--- src/rtl/polygon_pkg.sv ---
// polygon_pkg: shared coordinate/polygon types and scheduler FSM states
// Defaults here seed the module parameters; polygon_t describes one table entry
// at the default geometry.
package polygon_pkg;
  localparam int DEF_WORLD_BITS = 18;
  localparam int DEF_MAX_NUM_VERTICES = 8;
  localparam int DEF_NP_BITS = $clog2(DEF_MAX_NUM_VERTICES + 1);
  typedef logic signed [DEF_WORLD_BITS-1:0] coord_t;
  typedef struct packed {
    coord_t [DEF_MAX_NUM_VERTICES-1:0] xs;
    coord_t [DEF_MAX_NUM_VERTICES-1:0] ys;
    logic [DEF_NP_BITS-1:0] num_points;
  } polygon_t;
  typedef enum logic [1:0] {
    IDLE  = 2'd0,
    ISSUE = 2'd1,
    DRAIN = 2'd2,
    DONE  = 2'd3
  } state_t;
endpackage

--- src/rtl/polygon_table.sv ---
// polygon_table: polygon vertex register file, one write port, combinational read
// Ports: clk/rst (async, active-high, clears every entry), wr_* write one vertex
// slot and the entry's vertex count, rd_idx selects the entry shown on rd_*.
module polygon_table #(
  parameter int MAX_NUM_VERTICES = 8,
  parameter int WORLD_BITS = 18,
  parameter int NUM_POLYGONS = 4,
  localparam int PW = NUM_POLYGONS > 1 ? $clog2(NUM_POLYGONS) : 1,
  localparam int VW = MAX_NUM_VERTICES > 1 ? $clog2(MAX_NUM_VERTICES) : 1,
  localparam int NW = $clog2(MAX_NUM_VERTICES + 1)
) (
  input  logic clk,
  input  logic rst,
  input  logic wr_en,
  input  logic [PW-1:0] wr_poly,
  input  logic [VW-1:0] wr_vertex,
  input  logic signed [WORLD_BITS-1:0] wr_x,
  input  logic signed [WORLD_BITS-1:0] wr_y,
  input  logic [NW-1:0] wr_num_points,
  input  logic [PW-1:0] rd_idx,
  output logic [MAX_NUM_VERTICES-1:0][WORLD_BITS-1:0] rd_xs,
  output logic [MAX_NUM_VERTICES-1:0][WORLD_BITS-1:0] rd_ys,
  output logic [NW-1:0] rd_num_points
);
  logic [MAX_NUM_VERTICES-1:0][WORLD_BITS-1:0] xs [NUM_POLYGONS];
  logic [MAX_NUM_VERTICES-1:0][WORLD_BITS-1:0] ys [NUM_POLYGONS];
  logic [NW-1:0] np [NUM_POLYGONS];
  always_ff @(posedge clk or posedge rst) begin
    if (rst) begin
      for (int i = 0; i < NUM_POLYGONS; i++) begin
        xs[i] <= '0;
        ys[i] <= '0;
        np[i] <= '0;
      end
    end else if (wr_en) begin
      xs[wr_poly][wr_vertex] <= wr_x;
      ys[wr_poly][wr_vertex] <= wr_y;
      np[wr_poly] <= wr_num_points;
    end
  end
  assign rd_xs = xs[rd_idx];
  assign rd_ys = ys[rd_idx];
  assign rd_num_points = np[rd_idx];
endmodule

--- src/rtl/polygon_hit_scheduler.sv ---
// polygon_hit_scheduler: streams every stored polygon through one in_polygon datapath per query
// Ports: clk_in/rst_in (async, active-high); wr_* table write (IDLE only);
// req_* query handshake; ip_* datapath drive and ip_result_in return;
// res_* result handshake with hit mask, any-hit and lowest hit index; busy_out.
module polygon_hit_scheduler
  import polygon_pkg::*;
#(
  parameter int MAX_NUM_VERTICES = DEF_MAX_NUM_VERTICES,
  parameter int WORLD_BITS = DEF_WORLD_BITS,
  parameter int NUM_POLYGONS = 4,
  parameter int IP_LATENCY = 2,
  localparam int PW = NUM_POLYGONS > 1 ? $clog2(NUM_POLYGONS) : 1,
  localparam int VW = MAX_NUM_VERTICES > 1 ? $clog2(MAX_NUM_VERTICES) : 1,
  localparam int NW = $clog2(MAX_NUM_VERTICES + 1)
) (
  input  logic clk_in,
  input  logic rst_in,
  input  logic wr_en_in,
  input  logic [PW-1:0] wr_poly_in,
  input  logic [VW-1:0] wr_vertex_in,
  input  logic signed [WORLD_BITS-1:0] wr_x_in,
  input  logic signed [WORLD_BITS-1:0] wr_y_in,
  input  logic [NW-1:0] wr_num_points_in,
  input  logic req_valid_in,
  output logic req_ready_out,
  input  logic signed [WORLD_BITS-1:0] req_x_in,
  input  logic signed [WORLD_BITS-1:0] req_y_in,
  output logic signed [WORLD_BITS-1:0] ip_x_out,
  output logic signed [WORLD_BITS-1:0] ip_y_out,
  output logic signed [MAX_NUM_VERTICES-1:0][WORLD_BITS-1:0] ip_xs_out,
  output logic signed [MAX_NUM_VERTICES-1:0][WORLD_BITS-1:0] ip_ys_out,
  output logic [NW-1:0] ip_num_points_out,
  input  logic ip_result_in,
  output logic res_valid_out,
  input  logic res_ready_in,
  output logic [NUM_POLYGONS-1:0] res_mask_out,
  output logic res_hit_out,
  output logic [PW-1:0] res_index_out,
  output logic busy_out
);
  localparam int LD = IP_LATENCY > 0 ? IP_LATENCY : 1;
  state_t state;
  logic signed [WORLD_BITS-1:0] qx, qy, hx, hy;
  logic [MAX_NUM_VERTICES-1:0][WORLD_BITS-1:0] rxs, rys, hxs, hys;
  logic [NW-1:0] rn, hn;
  logic [PW-1:0] idx, etag;
  logic [NUM_POLYGONS-1:0] mask;
  logic [LD-1:0] pv, pok;
  logic [PW-1:0] ptag [LD];
  logic issue, ok, ev, eok;

  polygon_table #(
    .MAX_NUM_VERTICES(MAX_NUM_VERTICES),
    .WORLD_BITS(WORLD_BITS),
    .NUM_POLYGONS(NUM_POLYGONS)
  ) u_table (
    .clk(clk_in),
    .rst(rst_in),
    .wr_en(wr_en_in && state == IDLE),
    .wr_poly(wr_poly_in),
    .wr_vertex(wr_vertex_in),
    .wr_x(wr_x_in),
    .wr_y(wr_y_in),
    .wr_num_points(wr_num_points_in),
    .rd_idx(idx),
    .rd_xs(rxs),
    .rd_ys(rys),
    .rd_num_points(rn)
  );

  assign issue = state == ISSUE;
  // degenerate entries are still issued but can never report a hit
  assign ok = rn >= NW'(3);
  // with zero datapath latency the result belongs to the entry driven this cycle
  assign ev = IP_LATENCY == 0 ? issue : pv[LD-1];
  assign eok = IP_LATENCY == 0 ? ok : pok[LD-1];
  assign etag = IP_LATENCY == 0 ? idx : ptag[LD-1];

  always_ff @(posedge clk_in or posedge rst_in) begin
    if (rst_in) begin
      state <= IDLE;
      qx <= '0;
      qy <= '0;
      hx <= '0;
      hy <= '0;
      hxs <= '0;
      hys <= '0;
      hn <= '0;
      idx <= '0;
      mask <= '0;
      pv <= '0;
      pok <= '0;
      for (int i = 0; i < LD; i++) ptag[i] <= '0;
    end else begin
      pv <= LD'({pv, issue});
      pok <= LD'({pok, ok});
      ptag[0] <= idx;
      for (int i = 1; i < LD; i++) ptag[i] <= ptag[i-1];
      if (ev) mask[etag] <= ip_result_in & eok;
      if (issue) begin
        hx <= qx;
        hy <= qy;
        hxs <= rxs;
        hys <= rys;
        hn <= rn;
        idx <= idx + 1'b1;
      end
      case (state)
        IDLE: if (req_valid_in) begin
          state <= ISSUE;
          qx <= req_x_in;
          qy <= req_y_in;
          mask <= '0;
          idx <= '0;
        end
        ISSUE: if (idx == PW'(NUM_POLYGONS - 1)) state <= IP_LATENCY == 0 ? DONE : DRAIN;
        DRAIN: if (ev && etag == PW'(NUM_POLYGONS - 1)) state <= DONE;
        default: if (res_ready_in) state <= IDLE;
      endcase
    end
  end

  // outside ISSUE the datapath inputs hold the last entry driven
  assign ip_x_out = issue ? qx : hx;
  assign ip_y_out = issue ? qy : hy;
  assign ip_xs_out = issue ? rxs : hxs;
  assign ip_ys_out = issue ? rys : hys;
  assign ip_num_points_out = issue ? rn : hn;

  always_comb begin
    res_index_out = '0;
    for (int k = NUM_POLYGONS - 1; k >= 0; k--) if (mask[k]) res_index_out = PW'(k);
  end

  assign req_ready_out = state == IDLE;
  assign busy_out = state != IDLE;
  assign res_valid_out = state == DONE;
  assign res_mask_out = mask;
  assign res_hit_out = |mask;
endmodule
--- config.mk ---
export PLATFORM = sky130hd
export DESIGN_NAME = polygon_hit_scheduler
export DESIGN_NICKNAME = d
export VERILOG_FILES = /design/src/rtl/polygon_pkg.sv /design/src/rtl/polygon_table.sv /design/src/rtl/polygon_hit_scheduler.sv
export SDC_FILE = /design/constraint.sdc
export NUM_CORES = 2
export LEC_CHECK = 0
export CORE_UTILIZATION = 55
export CTS_CLUSTER_DIAMETER = 30
export CTS_CLUSTER_SIZE = 10
export DETAILED_ROUTE_END_ITERATION = 16
export PLACE_DENSITY_LB_ADDON = 0.15
export SKIP_CTS_REPAIR_TIMING = 1
export SYNTH_ARGS = -nofsm -noshare
export SYNTH_HDL_FRONTEND = slang
export SYNTH_SLANG_ARGS = --single-unit
--- constraint.sdc ---
create_clock -name clk_in -period 113.8 [get_ports clk_in]
set_clock_uncertainty 0.05 [all_clocks]
set_input_delay 22.76 -clock clk_in [delete_from_list [all_inputs] [get_ports clk_in]]
set_output_delay 22.76 -clock clk_in [all_outputs]
set_load 0.01 [all_outputs]
* Word level (Yosys, flattened, before mapping)
Cells that the tools add are included.
** Operators by class
- Add/sub/neg operators :: 1
- Multipliers :: 0
- Divide/modulo/power cells :: 0
- $lt $le $gt $ge :: 8
- Eq/ne operators :: 8
- Shift operators :: 0
- Mux-type cells :: 41
- Bitwise gates (word level) :: 3
- Reduce and logical (&&, ||, !) cells :: 11
** Operator list (count)
- $bwmux W576 :: 2
- $mux W144 :: 7
- $bmux W144 S2 :: 2
- $demux W144 S2 :: 1
- $demux W18 S3 :: 1
- $mux W18 :: 3
- $mux W4 :: 7
- $mux W2 :: 11
- $bwmux W16 :: 1
- $bmux W4 S2 :: 1
- $demux W4 S2 :: 1
- $eq A2 B2 Y1 const B :: 4
- $ge A3 B3 Y1 const B :: 2
- $not A2 Y3 :: 2
- $pmux W2 S3 :: 1
- $logic_and A1 B1 Y1 :: 5
- $bwmux W4 :: 1
- $ge A4 B2 Y1 const B :: 1
- $lt A3 B4 Y1 const B :: 1
- $ne A2 B2 Y1 const B :: 2
- $reduce_and A4 Y1 :: 1
- $reduce_bool A4 Y1 :: 1
- $reduce_or A4 Y1 :: 1
- $ge A3 B1 Y1 const B :: 1
- other kinds (12) :: 12
** Storage, ports and cells
- Bits in registers :: 1548
- Latch bits :: 0
- RAM bits :: 0
- Bits in read-only memories :: 0
- Input bits :: 87
- Output and inout port bits :: 338
- Word-level logic and storage cells :: 168
- Memories :: 0

* Longest topological paths before layout
- Depth after elaboration :: 8
- Gate-level depth with buffers :: 8
- Gate-level depth less buffers :: 5

* Modules after synthesis
Synthesis repeated with hierarchy kept, for this count alone.
** Second synthesis, totals
- Cells, all modules :: 3796
- Area, all modules :: 65098.7 µm²
** Modules (own cells, without submodules)
- polygon_table :: instances 1, cells each 2963, area each 50910.1 µm², seq. area each 29228.0 µm²
- polygon_hit_scheduler :: instances 1, cells each 833, area each 14188.6 µm², seq. area each 9509.1 µm²

* Worst setup path before layout
Ideal clock, no wire load.
- Path type :: register to output
- Start point :: register state[1]
- End point :: output port ip_xs_out[134] in the netlist's numbering
- Data arrival time :: 1.860 ns
- Data required time :: 90.990 ns
- Setup slack :: 89.130 ns
- Cell stages (with the launch flop) :: 7
- Path buffers :: 3
- Path through :: dfrtp_1 > inv_1 > ha_1 > clkbuf_1 > clkbuf_1 > buf_1 > mux2_2
** RTL lines
- start, declared :: RTL line polygon_hit_scheduler.sv:42 : state_t state;
- start signal, assigned :: RTL line polygon_hit_scheduler.sv:116 : ISSUE: if (idx == PW'(NUM_POLYGONS - 1)) state <= IP_LATENCY == 0 ? DONE : DRAIN;
- end, declared :: RTL line polygon_hit_scheduler.sv:30 : output logic signed [MAX_NUM_VERTICES-1:0][WORLD_BITS-1:0] ip_xs_out,

==> metrics.cfg <==
[run_status]
status = completed

[cts]
cts_tree = built
root_buffer = clkbuf_16
clock-sinks = 1548
clk_pin_slew_ns = 0.05
numCtsBuffers = 333
clk_latency_ns = 0.89
clockBufferDepth = 4
htreeDepth = 5

[synthesis]
synth_ff_type = dfrtp_1
synth_area_leaders = dfrtp_1, mux2_2, mux4_2
syn_area_per_cell_um2 = 17.0
ys_warn_count = 0
yosys.area.top_type = dfrtp_1
synth_top_area_share = 0.598
yosysUniqueCellTypes = 37
async_flop_share = 1.00
synth-edff-count = 0
synthCells = 3821
syn-num-nets = 3915
synth_seq_cells = 1548
syn_area_mm2 = 0.0648
synth-seq-area-share = 0.598

[hold_path]
min_from = ptag[3]
hold_end = etag[1]
hold_class = register to register
hold_path_depth = 0

[floorplanning]
die_x_um = 345
fp.coreArea_mm2 = 0.117
initial_core_util = 0.556
pin_count = 425
die_area_mm2 = 0.119
die_h_um = 345
rows = 125

[critical_path]
critPathSlowestCell = dfrtp_4
critPathKind = register to output pin
critical_path.max_stage_delay_ns = 0.96
path_max_fanout = 46
cp_cell_sequence = buf_4, buf_4, mux4_2, mux2_2, clkdlybuf4s50_1
critPathTopFamily = buffers and inverters
start_kind = register
cp.required_ns = 90.99
ff2ff_path_depth = 6
reg2reg_to = hxs[4]
critPathCaptureType = output pin
crit_top_cell = buf_4
cp.buffers_inverters = 3
r2r-start = state[1]
worstPathArrival_ns = 5.19
timing.reg2reg.setup_slack_ns = 109.79

[detailed_routing]
vias = 35700
route.met2.wl_um = 75500
wl_per_cell_um = 24.9
wl_um = 153000
antenna_left = 0
top_layer = met5
route.met3.wl_um = 7670
first_pass_iters = 4
drc = 0
drtIter0Drc = 1953
wl_met1_um = 65000
viasPerCell = 5.82

[run]
drv_cap = 0

[timing]
period_needed_ns = 28.00
hold_violations = 0
worst_slew_pin_slew_ns = 1.31
rsz0062_at_grt = no
fin_crit_sh = 0.246
tns_ns = 0
max_freq_mhz = 35.7
finalSetupViolations = 0
slew_headroom = 0.121
maxSlewViolCount = 0

[grt]
antenna_found_initial = 17
grt_use_total = 0.264
grt_pass1_wl_um = 241000
grt_overflow_total = 0
grt_pass1_vias = 39500
grt_max_degree = 158

[pwr]
p_leak_nw = 38.8
max-vdd-ir-drop_mv = 0.0268
p_per_area_mw_per_mm2 = 28.4

[layout]
post_layout_nonfiller_instances = 6126
final_cell_mix = dfrtp_1, mux2_2, clkdlybuf4s50_1
layout-drive-gt1-share = 0.527
area_delta_synth_final_pct = 26.4
nets = 4442
final_common_cell = dfrtp_1

[placement]
portBuffers = 424
place_inst = 5537
dp_hpwl_um = 87600
place_congestion = 0.753

-- power breakdown --
| part | internal [mW] | total (mW) | switching (mW) |
|---|---|---|---|
| combinational | 0.320 | 0.564 | 0.244 |
| clock | 0.689 | 0.988 | 0.299 |
| sequential | 0.701 | 0.771 | 0.0706 |
-- worst register-to-register path, cell delays in order (launching register included) --
cell and delay [ns]:
dfrtp_1 0.40, inv_1 0.17, ha_4 0.48, buf_4 0.73, buf_12 0.71, buf_4 0.84
mux2_2 0.46
-- stage by stage --
stage	cell area, µm²	util	hold slack [ns]	setup slack (ns)	power (mW)
CTS	81900	0.703	0.300	85.61	2.35
detailed placement	70300	0.603	0.285	85.97	1.35
finish	81900	0.703	0.299	85.80	2.32
floorplan	64800	-	0.281	47.32	1.13
global route	81900	0.703	0.302	85.39	2.42
global placement	70300	0.603	0.282	86.00	1.33
-- cell type report --
cell class	count	area, µm²
Clock inverter	179	2500
Antenna cell	2	5.00
Fill cell	7436	34600
Clock buffer	408	9130
Multi-Input combinational cell	1944	24600
Inverter	5	26.3
Tap cell	1524	1910
Sequential cell	1548	38700
Timing Repair Buffer	516	4970
-- cell usage after synthesis, types with 2 or more instances --
cell,instances
inv_1,5
and4b_1,2
dfrtp_1,1548
nor2_4,4
ha_1,7
mux4_2,292
clkbuf_1,148
nor3b_2,3
buf_4,34
nor3_1,3
buf_1,9
nor2_1,10
nand3_1,2
nor2_2,12
mux2_2,1437
nand4b_4,2
buf_2,132
mux2_1,80
nor2b_1,2
mux2i_1,5
nand3b_1,5
nand2_2,16
nand2_1,49
-- cells by family (layout without fill, tap and decap cells) --
group           after synthesis  count (layout)  synth area share
flops                      1548            1548             0.598
compound gates                4               4          0.000483
mux                        1814            1814             0.366
xor+xnor                      1               1          0.000135
simple gates                118             118            0.0108
other cells                   0               2                 0
fa+ha+maj                     7               7           0.00135
buf+inv                     329            1108            0.0236
-- how the worst max path moves through the flow --
stage / startpoint / endpoint / slack, ns / cells past startpoint
after floorplan: rst_in / etag[0] / 47.32 / 1
after global placement: rst_in / hys[118] / 86.00 / 6
after detailed placement: rst_in / hys[118] / 85.97 / 6
after CTS: state[1] / ip_xs_out[83] / 85.61 / 7
after global routing: idx[0] / ip_ys_out[87] / 85.39 / 5
final: idx[0] / ip_ys_out[70] / 85.80 / 5
-- state kept, by name, summed over array words and instances (netlist names), 4 cells and up --
name          count
u_table.xs      576
hys             144
hn                4
u_table.np       16
qx               18
res_mask_out      4
hy               18
u_table.ys      576
qy               18
hxs             144
hx               18
-- metal layers --
metal | global-route usage | up-vias
li1 | - | 15200
met1 | 0.350 | 19400
met2 | 0.426 | 776
met3 | 0.0638 | 287
met4 | 0.0967 | 22
met5 | 0 | -
No activity file was read; power rests on OpenSTA's default activity.
